--- src/rtl/jump_target_queue_if.sv ---
// Decoder-to-backend jump queue handshake bundle.
// The queue is the slave; the decoder and backend side is the master.
interface jump_target_queue_if #(
  parameter int IP_WIDTH = 48
);
  logic                in_vld;
  logic                in_rdy;
  logic [IP_WIDTH-1:0] in_ip;
  logic [64:0]         in_constant;
  logic [4:0]          in_jumpType;
  logic                in_isJump;
  logic                in_jumpIndir;
  logic                in_push;
  logic                in_pop;
  logic                in_halt;
  logic                flush;
  logic [3:0]          flush_depth;
  logic                out_vld;
  logic                out_rdy;
  logic [4:0]          out_type;
  logic [IP_WIDTH-1:0] out_tgt;
  logic                out_tgt_vld;
  logic                out_push;
  logic                out_pop;
  logic                out_halt;
  logic                out_thread;
  logic [3:0]          ras_depth;

  modport master (
    output in_vld, in_ip, in_constant,
    output in_jumpType, in_isJump,
    output in_jumpIndir, in_push,
    output in_pop, in_halt,
    output flush, flush_depth, out_rdy,
    input  in_rdy, out_vld, out_type,
    input  out_tgt, out_tgt_vld,
    input  out_push, out_pop, out_halt,
    input  out_thread, ras_depth
  );

  modport slave (
    input  in_vld, in_ip, in_constant,
    input  in_jumpType, in_isJump,
    input  in_jumpIndir, in_push,
    input  in_pop, in_halt,
    input  flush, flush_depth, out_rdy,
    output in_rdy, out_vld, out_type,
    output out_tgt, out_tgt_vld,
    output out_push, out_pop, out_halt,
    output out_thread, ras_depth
  );
endinterface

--- src/rtl/jump_target_queue.sv ---
// Per-thread queue of decoded jumps with computed targets
// and speculative call-depth tracking.
module jump_target_queue #(
  parameter int DEPTH    = 8,
  parameter int IP_WIDTH = 48,
  parameter bit thread   = 1'b0
) (
  input logic clk,
  input logic rst,
  jump_target_queue_if.slave q
);
  localparam int PW = $clog2(DEPTH);
  localparam logic [PW:0] FULL = (PW + 1)'(DEPTH);

  typedef struct packed {
    logic [4:0]          jType;
    logic [IP_WIDTH-1:0] tgt;
    logic                tgtVld;
    logic                push;
    logic                pop;
    logic                halt;
  } entry_t;

  entry_t        mem [DEPTH];
  entry_t        head;
  entry_t        newEntry;
  entry_t        nextHead;
  logic [PW-1:0] rdPtr;
  logic [PW-1:0] wrPtr;
  logic [PW-1:0] nextRd;
  logic [PW:0]   count;
  logic [PW:0]   nextCount;
  logic          outVld;
  logic [3:0]    rasDepth;
  logic          flagged;
  logic          enq;
  logic          deq;
  logic          unusedBits;

  assign unusedBits =
    ^{q.in_constant[64:IP_WIDTH], q.in_jumpIndir};

  assign q.in_rdy = (count != FULL);
  assign flagged  = q.in_isJump | q.in_push
                  | q.in_pop | q.in_halt;
  assign enq = q.in_vld & q.in_rdy
             & flagged & ~q.flush;
  assign deq = outVld & q.out_rdy & ~q.flush;

  always_comb begin
    newEntry.jType = q.in_jumpType;
    newEntry.push  = q.in_push;
    newEntry.pop   = q.in_pop;
    newEntry.halt  = q.in_halt;
    unique case (1'b1)
      (q.in_jumpType == 5'b10001): begin
        newEntry.tgt    = '0;
        newEntry.tgtVld = 1'b0;
      end
      (q.in_jumpType == 5'b11001): begin
        newEntry.tgt    = q.in_constant[IP_WIDTH-1:0];
        newEntry.tgtVld = 1'b1;
      end
      default: begin
        newEntry.tgt    = q.in_ip
                        + q.in_constant[IP_WIDTH-1:0];
        newEntry.tgtVld = 1'b1;
      end
    endcase
  end

  // Head is registered: a write into an otherwise empty slot
  // is forwarded into the head register, never combinationally.
  always_comb begin
    nextRd    = rdPtr + PW'(deq);
    nextCount = count + (PW + 1)'(enq)
              - (PW + 1)'(deq);
    nextHead  = (enq && nextRd == wrPtr)
              ? newEntry : mem[nextRd];
  end

  always_ff @(posedge clk) begin
    if (enq) mem[wrPtr] <= newEntry;
  end

  always_ff @(posedge clk or posedge rst) begin
    if (rst) begin
      rdPtr    <= '0;
      wrPtr    <= '0;
      count    <= '0;
      outVld   <= 1'b0;
      head     <= '0;
      rasDepth <= '0;
    end else if (q.flush) begin
      rdPtr    <= '0;
      wrPtr    <= '0;
      count    <= '0;
      outVld   <= 1'b0;
      rasDepth <= q.flush_depth;
    end else begin
      rdPtr  <= nextRd;
      wrPtr  <= wrPtr + PW'(enq);
      count  <= nextCount;
      outVld <= (nextCount != '0);
      if (nextCount != '0) head <= nextHead;
      if (enq && q.in_push && !q.in_pop
          && rasDepth != 4'd15)
        rasDepth <= rasDepth + 4'd1;
      else if (enq && q.in_pop && !q.in_push
               && rasDepth != 4'd0)
        rasDepth <= rasDepth - 4'd1;
    end
  end

  assign q.out_vld     = outVld;
  assign q.out_type    = head.jType;
  assign q.out_tgt     = head.tgt;
  assign q.out_tgt_vld = head.tgtVld;
  assign q.out_push    = head.push;
  assign q.out_pop     = head.pop;
  assign q.out_halt    = head.halt;
  assign q.out_thread  = thread;
  assign q.ras_depth   = rasDepth;
endmodule
--- src/flat_wrapper.sv ---
// flat-port wrapper written by rule: the top's interface ports become plain ports
module jump_target_queue_flat 
#(
  parameter int DEPTH    = 8,
  parameter int IP_WIDTH = 48,
  parameter bit thread   = 1'b0
)
  (clk, rst, q_in_vld, q_in_ip, q_in_constant, q_in_jumpType, q_in_isJump, q_in_jumpIndir, q_in_push, q_in_pop, q_in_halt, q_flush, q_flush_depth, q_out_rdy, q_in_rdy, q_out_vld, q_out_type, q_out_tgt, q_out_tgt_vld, q_out_push, q_out_pop, q_out_halt, q_out_thread, q_ras_depth);
  jump_target_queue_if #(.IP_WIDTH(IP_WIDTH)) q_i ();
  input logic clk;
  input logic rst;
  input wire logic [$bits(q_i.in_vld)-1:0] q_in_vld;
  input wire logic [$bits(q_i.in_ip)-1:0] q_in_ip;
  input wire logic [$bits(q_i.in_constant)-1:0] q_in_constant;
  input wire logic [$bits(q_i.in_jumpType)-1:0] q_in_jumpType;
  input wire logic [$bits(q_i.in_isJump)-1:0] q_in_isJump;
  input wire logic [$bits(q_i.in_jumpIndir)-1:0] q_in_jumpIndir;
  input wire logic [$bits(q_i.in_push)-1:0] q_in_push;
  input wire logic [$bits(q_i.in_pop)-1:0] q_in_pop;
  input wire logic [$bits(q_i.in_halt)-1:0] q_in_halt;
  input wire logic [$bits(q_i.flush)-1:0] q_flush;
  input wire logic [$bits(q_i.flush_depth)-1:0] q_flush_depth;
  input wire logic [$bits(q_i.out_rdy)-1:0] q_out_rdy;
  output wire logic [$bits(q_i.in_rdy)-1:0] q_in_rdy;
  output wire logic [$bits(q_i.out_vld)-1:0] q_out_vld;
  output wire logic [$bits(q_i.out_type)-1:0] q_out_type;
  output wire logic [$bits(q_i.out_tgt)-1:0] q_out_tgt;
  output wire logic [$bits(q_i.out_tgt_vld)-1:0] q_out_tgt_vld;
  output wire logic [$bits(q_i.out_push)-1:0] q_out_push;
  output wire logic [$bits(q_i.out_pop)-1:0] q_out_pop;
  output wire logic [$bits(q_i.out_halt)-1:0] q_out_halt;
  output wire logic [$bits(q_i.out_thread)-1:0] q_out_thread;
  output wire logic [$bits(q_i.ras_depth)-1:0] q_ras_depth;
  assign q_i.in_vld = q_in_vld;
  assign q_i.in_ip = q_in_ip;
  assign q_i.in_constant = q_in_constant;
  assign q_i.in_jumpType = q_in_jumpType;
  assign q_i.in_isJump = q_in_isJump;
  assign q_i.in_jumpIndir = q_in_jumpIndir;
  assign q_i.in_push = q_in_push;
  assign q_i.in_pop = q_in_pop;
  assign q_i.in_halt = q_in_halt;
  assign q_i.flush = q_flush;
  assign q_i.flush_depth = q_flush_depth;
  assign q_i.out_rdy = q_out_rdy;
  assign q_in_rdy = q_i.in_rdy;
  assign q_out_vld = q_i.out_vld;
  assign q_out_type = q_i.out_type;
  assign q_out_tgt = q_i.out_tgt;
  assign q_out_tgt_vld = q_i.out_tgt_vld;
  assign q_out_push = q_i.out_push;
  assign q_out_pop = q_i.out_pop;
  assign q_out_halt = q_i.out_halt;
  assign q_out_thread = q_i.out_thread;
  assign q_ras_depth = q_i.ras_depth;
  jump_target_queue #(.DEPTH(DEPTH), .IP_WIDTH(IP_WIDTH), .thread(thread)) u_core (.clk(clk), .rst(rst), .q(q_i));
endmodule
--- config.mk ---
export PLATFORM = sky130hd
export DESIGN_NAME = jump_target_queue_flat
export DESIGN_NICKNAME = d
export VERILOG_FILES = /design/src/rtl/jump_target_queue_if.sv /design/src/rtl/jump_target_queue.sv /design/src/flat_wrapper.sv
export SDC_FILE = /design/constraint.sdc
export NUM_CORES = 1
export LEC_CHECK = 0
export CORE_ASPECT_RATIO = 1.75
export CORE_MARGIN = 2
export CORE_UTILIZATION = 60
export CTS_CLUSTER_DIAMETER = 30
export DETAILED_ROUTE_END_ITERATION = 10
export GPL_TIMING_DRIVEN = 0
export PLACE_DENSITY = 0.82
export SLEW_MARGIN = 20
export SYNTH_ARGS = -nofsm -noshare
export SYNTH_HDL_FRONTEND = slang
export SYNTH_SLANG_ARGS = --single-unit
export TNS_END_PERCENT = 100
--- constraint.sdc ---
create_clock -name clk -period 11.5 [get_ports clk]
set_input_delay 1.15 -clock clk [delete_from_list [all_inputs] [get_ports clk]]
set_output_delay 1.15 -clock clk [all_outputs]
set_load 0.02 [all_outputs]
==> impl_results.md <==
- Largest net degree at the start of global routing: 46
- Least-Margin Pin Slew: 1.22 ns
- CTS sink cnt: 528
- Register area share after synthesis: 64.2%
- Pwr/cell area: 211 mW/mm²
- Clock root buffer master: clkbuf_16
- Starting Density: 60.6%
- First-pass GRT wire length: 107000 µm
- Via count: 16900
- Port bufs: 176
- Final setup violation count: 0
- Area contributors post-synth: edfxtp_1 (57%), mux4_2 (11%), dfrtp_1 (7.5%)
- Max clock buf depth: 3
- Critical path type: in -> reg
- WP buf/inv: 6
- Top-level I/O count: 196
- Routability Congestion: 0.935
- Worst hold path class: reg -> reg
- Setup Buffers After CTS: 0
- CP Launch Type: input port
- Synthesized area: 0.0241 mm²
- Share of cells above drive strength 1: 16.3%
- Post-synth EDFFs: 456
- Clock slew seen by the registers of the worst setup and hold paths: 0.07 ns
- Leakage power: 10.2 nW
- Slew Viols, Final: 0
- CP max FO: 10
- Peak supply drop: 0.000195 V
- #FFs+latches synth: 528
- Worst path most repeated cell: clkbuf_1
- Total grt overflow: 0
- Final nets: 2143
- Share of the synthesized area in the top cell type: 56.7%
- Initial antenna violation count: 0
- Fmax: 0.163 GHz
- Hold Buf Count CTS: 0
- Pwr Total: 6.14 mW
- End of the critical path: u_core.q.out_tgt[32]$_DFFE_PP0P_
- Top Family by Delay on Critical Path: buffers and inverters
- Clock skew: 0.0253 ns
- Status: finished clean
- Die Y: 269 µm
- Critical-path cell list: clkdlybuf4s50_1 -> clkbuf_1 -> clkbuf_1 -> nor2_1 -> ha_1 -> ha_1 -> clkbuf_1 -> xnor2_1 -> and4_1 -> clkbuf_1 -> clkbuf_1 -> o211ai_1 -> a22o_1
- Syn_area_per_cell: 14.5 µm²
- CP max stage delay: 0.84 ns
- Inserted Clock Buffers: 57
- Maxcap violations: 0
- Final hold vios: 0
- Drt wl/cell: 29.3 µm
- Area leader, netlist: edfxtp_1
- Syn nets: 1854
- P&R area growth vs syn: 20.5%
- ANT nets after route: 0
- Post-Synthesis Cells: 1661
- R2R Path Start: u_core.q.out_vld$_DFF_PP0_
- Rel. slew slack: 18.3%
- Row count: 97
- Detailed placement HPWL: 52700 µm
- Period utilisation layout: 53.3%
- Initial DRT Pass Iterations: 5
- Synthesis Warnings: 0
- Arrival time of the worst setup path: 6.61 ns
- Hold_ws: 0.475 ns
- Crit. Startpoint: q_flush
- Core Footprint: 0.0398 mm²
- CTS tree: done
- Routed wire length: 73100 µm
- H-tree levels: 2
- Reg2reg path depth: 11
- Gr usage total: 35.3%
- Routed vias/inst: 6.79
- Worst setup margin: 5.36 ns
- WP data required: 11.98 ns
- Vias in the first global route: 17100
- Synth unique cells: 80
- Worst-Skew Late Latency: 0.60 ns
- RSZ-0062 raised after global routing: false
- Async set-reset flop share out of synthesis: 13.6%
- Worst reg2reg endpoint: u_core.q.out_tgt[32]$_DFFE_PP0P_
- CTS resizes: 0
- Slowest cell on the critical path: clkbuf_1
- Worst Setup End Kind: register
- Post-Place Setup Slack: 4.86 ns
- Ant. Diodes: 0
- Crit. path cell count: 13
- Fin Setup TNS: 0 ns
- 1st-iter DRT viols: 1891
- DRC viols: 0
- Worst R2R Setup Slack: 6.74 ns
- DIE AREA: 0.0419 mm²
- Chip Width: 156 µm
- Fillers: 2450
- Main synth FF type: edfxtp_1
- Min Tclk post-route: 6.14 ns
-- where the power goes --
part	leakage, nW	switching [mW]	internal (mW)
sequential	5.00	0.0931	2.32
combinational	4.29	1.14	0.735
clock	0.937	0.850	1.00
-- synthesized netlist by cell type, drive strengths merged (12+ instances only) --
| library cell | n |
|---|---|
| a21o | 28 |
| a21oi | 75 |
| a31oi | 16 |
| and3 | 18 |
| buf | 24 |
| clkbuf | 74 |
| dfrtp | 72 |
| edfxtp | 456 |
| ha | 58 |
| inv | 25 |
| mux2i | 12 |
| mux4 | 114 |
| nand2 | 201 |
| nand2b | 12 |
| nand3 | 78 |
| nand4 | 22 |
| nor2 | 49 |
| nor3 | 18 |
| o21ai | 112 |
| xnor2 | 26 |
| xor2 | 16 |
-- sequential cells by signal, summed over array words and instances, names as in the netlist --
signal,count
u_core.q.out_tgt_vld,1
u_core.q.out_tgt,48
u_core.q.out_push,1
u_core.q.out_halt,1
u_core.q.ras_depth,4
u_core.rdPtr,3
u_core.mem,456
u_core.q.out_pop,1
u_core.wrPtr,3
u_core.q.out_type,5
u_core.count,4
u_core.q.out_vld,1
-- logic make-up after synthesis --
kind of cell,synth area share (%)
compound gates,9.08
xor+xnor,1.52
fa+ha+maj,3.25
buf+inv,2.17
flops,64.2
mux,11.1
other cells,0.0155
simple gates,8.63
-- metrics by stage --
stage | util [%] | instance area (µm²) | instances
floorplan | - | 24100 | 1661
global placement | 66.6 | 26500 | 2332
detailed placement | 68.2 | 27200 | 2386
CTS | 73.1 | 29100 | 2494
global route | 73.1 | 29100 | 2494
finish | 73.1 | 29100 | 2494
-- worst min path at each step --
stage,from,to,slack (ns),depth (start not counted)
after CTS,u_core.q.out_tgt[21]$_DFFE_PP0P_,u_core.q.out_tgt[21]$_DFFE_PP0P_,0.48,1
after floorplan,u_core.q.out_tgt[27]$_DFFE_PP0P_,u_core.q.out_tgt[27]$_DFFE_PP0P_,0.58,2
after global placement,u_core.q.out_tgt[12]$_DFFE_PP0P_,u_core.q.out_tgt[12]$_DFFE_PP0P_,0.46,1
final,u_core.q.out_tgt[21]$_DFFE_PP0P_,u_core.q.out_tgt[21]$_DFFE_PP0P_,0.48,1
after global routing,u_core.q.out_tgt[12]$_DFFE_PP0P_,u_core.q.out_tgt[12]$_DFFE_PP0P_,0.50,1
after detailed placement,u_core.q.out_tgt[21]$_DFFE_PP0P_,u_core.q.out_tgt[21]$_DFFE_PP0P_,0.46,1
-- cells in the final DEF (no fill, tap or decap), drive strengths merged, types with 18 or more instances in the layout --
cell             n
edfxtp         456
nand2          201
clkdlybuf4s50  176
clkbuf         140
mux4           114
o21ai          112
nand3           78
buf             76
a21oi           75
dfrtp           72
ha              58
nor2            49
inv             40
a21o            28
xnor2           26
clkinv          23
nand4           22
and3            18
nor3            18
-- routing by layer --
metal	GRT usage [%]	wire, µm	vias up
li1	-	-	7099
met1	45.3	25600	8377
met2	58.6	36200	1197
met3	4.71	6650	261
met4	19.3	4670	0
met5	0	0	-
-- area by class of cell --
type | instances | area, µm² | area share (%)
inverter | 25 | 96.3 | 0.331
clock inverter | 44 | 492 | 1.69
clock buffer | 64 | 1450 | 4.99
tap | 495 | 619 | 2.13
buffer | 99 | 434 | 1.49
timing repair buffer | 230 | 2340 | 8.06
sequential | 528 | 15500 | 53.2
multi-input combinational | 1009 | 8170 | 28.1
-- worst register-to-register path: stages (launching register included) --
cell	delay, ns
dfrtp_1	0.45
nand2_1	0.17
nor2_1	0.10
ha_1	0.23
ha_1	0.28
clkbuf_1	0.72
xnor2_1	0.23
and4_1	0.23
clkbuf_1	0.84
clkbuf_1	0.79
o211ai_1	0.32
a22o_1	0.27
(Power assumes the default switching activity.)
==> edit (same flow settings) <==
`DEPTH` is set to 8 in 2 places; all go to 16.
--- a/src/rtl/jump_target_queue.sv
+++ b/src/rtl/jump_target_queue.sv
@@ -3,3 +3,3 @@
 module jump_target_queue #(
-  parameter int DEPTH    = 8,
+  parameter int DEPTH    = 16,
   parameter int IP_WIDTH = 48,
--- a/src/flat_wrapper.sv
+++ b/src/flat_wrapper.sv
@@ -3,3 +3,3 @@
 #(
-  parameter int DEPTH    = 8,
+  parameter int DEPTH    = 16,
   parameter int IP_WIDTH = 48,
Behaviour: same outputs for any inputs over 4 cycles, from zero or initial values and one cycle with rst high; that may be too few to reach the edited logic, so the function may still have changed.
==> edit against the original RTL <==
Setup slack worse by 0.78 ns; synthesized cell count is 37% higher; die area rose by 71%; maximum frequency decreased by 11%; critical path type unchanged; design area up 72%; clock power is 110% higher; combinational power rose by 18%; power grew 69%; routed wire length increased by 84%; final cell count increased by 46%; synthesized area rose by 72%; sequential power up 80%; sequential cell count is 459 higher.
==> edit: results (changes against the original RTL) <==
===============================================================================
Half-perimeter wire length after placement                              86.2 mm   +64%
HP Start                                                           u_core.q.out_tgt[20]
Total CTS buffers                                                           109   +91%
Clk power                                                               3830 uW   +110%
Critical path startpoint                                              q_in_push
Total met2 wirelength after detailed routing                            64.6 mm   +79%
Sequential cell area fraction in the yosys report                         0.703   +0.0613
Result of the run                                                  finished clean
Number of inserted filler cells in the final layout                        3966   +62%
Initial antenna violation count                                               3   +3
Clock Skew                                                            0.0358 ns   +0.0105 ns
Worst hold path depth                                                         2   +1
Number of flip-flops in the largest register                                912   +100%
Top post-synthesis cells by area                                   sky130_fd_sc_hd__edfxtp_1, sky130_fd_sc_hd__mux4_2, sky130_fd_sc_hd__dfrtp_1, sky130_fd_sc_hd__ha_1, sky130_fd_sc_hd__nand2_1
Number of vias in the routed layout                                       26200   +54%
Share of cell area taken by muxes after synthesis                         0.159   +0.0478
Worst hold-check path type                                              reg2reg
Compound-gate portion of the synthesized area                            0.0527   -0.0381
Reg2Reg Launch Point                                               u_core.count[2]
Xor/xnor cell area share of the yosys netlist                            0.0103   -0.00493
Worst VDD drop                                                       0.000151 V   -23%
Fmax achieved                                                         0.145 GHz   -11%
Average wire per standard cell                                          36.8 um   +26%
Minimum setup slack after placement                                     4.21 ns   -0.648 ns
Metal3 WL                                                               16.4 mm   +150%
Number of DRC violations after detailed-routing iteration 0                4165   +120%
Count of H-tree levels built during CTS                                       3   +1
Met2 capacity usage during global routing                                 0.606   +0.0199
Global-route wire length before repair                                   189 mm   +76%
Top cells by count, synth                                          sky130_fd_sc_hd__edfxtp_1, sky130_fd_sc_hd__mux4_2, sky130_fd_sc_hd__nand2_1, sky130_fd_sc_hd__o21ai_0, sky130_fd_sc_hd__clkbuf_1
Area added between synthesis and finish                                   20.1%
Hold-critical path endpoint                                        u_core.q.out_tgt[20]
Number of cells traversed by the worst register-to-register path             18   +7
Count of different cell masters after synthesis                              72   -10%
Worst EP arrival                                                        7.50 ns   +0.89 ns
Part of the power in registers                                            0.418   +0.025
Final-layout worst hold slack                                          0.482 ns   +0.00734 ns
Worst R2R Setup Slack                                                   5.61 ns   -1.13 ns
Asr flop ratio synth                                                     0.0760   -0.0604
Number of nets produced by synthesis                                       2467   +33%
Grt met1 use                                                              0.468   +0.0152
Adder-cell area share of the yosys netlist                               0.0192   -0.0134
Met3 GRT Util                                                             0.102   +0.0546
Metal1 wirelength                                                       43.2 mm   +68%
Global-route usage over all layers                                        0.381   +0.0282
Largest net degree at the start of global routing                            56   +22%
Via count of the first global-routing pass                                26500   +55%
NumNets Final                                                              2841   +33%
Net switching fraction of the power                                       0.294   -0.0451
Routability Congestion                                                    0.956   +2.2%
Static power due to leakage                                           0.0169 uW   +65%
Worst setup endpoint                                               u_core.q.out_tgt[21]
Detailed Routing Iterations Pass 1                                            6   +1
===============================================================================
==> edit: cell count changes after synthesis, sizes merged, moves of 15 or more <==
cell,change
edfxtp,+456
mux4,+162
nand2,-56
nand3,-34
mux2i,+22
nor2,+19
clkbuf,+17
buf,+16
a21oi,+15
==> edit: per-stage QoR <==
| step | std cells | total power (uW) |
|---|---|---|
| 3_3_place_gp | 3352 | 6450 |
| 5_1_grt | 3646 | 10600 |
| 2_1_floorplan | 2273 | 5650 |
| 6_report | 3648 | 10400 |
| 4_1_cts | 3645 | 10300 |
| 3_5_place_dp | 3438 | 6540 |
==> edit: critical path: stages <==
cell and delay, ns:
sky130_fd_sc_hd__clkdlybuf4s50_1 0.89, sky130_fd_sc_hd__o41ai_2 0.91, sky130_fd_sc_hd__inv_1 0.21, sky130_fd_sc_hd__ha_1 0.28
sky130_fd_sc_hd__fa_1 0.45, sky130_fd_sc_hd__a21oi_1 0.15, sky130_fd_sc_hd__nor2_1 0.05, sky130_fd_sc_hd__nor2_1 0.11
sky130_fd_sc_hd__xnor2_1 0.15, sky130_fd_sc_hd__a31o_2 0.31, sky130_fd_sc_hd__clkbuf_1 0.86, sky130_fd_sc_hd__clkbuf_2 0.69
sky130_fd_sc_hd__clkbuf_1 0.84, sky130_fd_sc_hd__nand2_1 0.23, sky130_fd_sc_hd__o21ai_0 0.18
==> edit: area by class of cell <==
| type | instances | share of cell area |
|---|---|---|
| repair buffers | 263 | 0.0606 |
| multi-input cells | 1133 | 0.239 |
| clock inverters | 90 | 0.0240 |
| inverters | 22 | 0.00175 |
| flip-flops and latches | 987 | 0.585 |
| plain buffers | 131 | 0.0109 |
| well taps | 903 | 0.0226 |
| diodes | 2 | 0.000100 |
| clock buffers | 117 | 0.0558 |
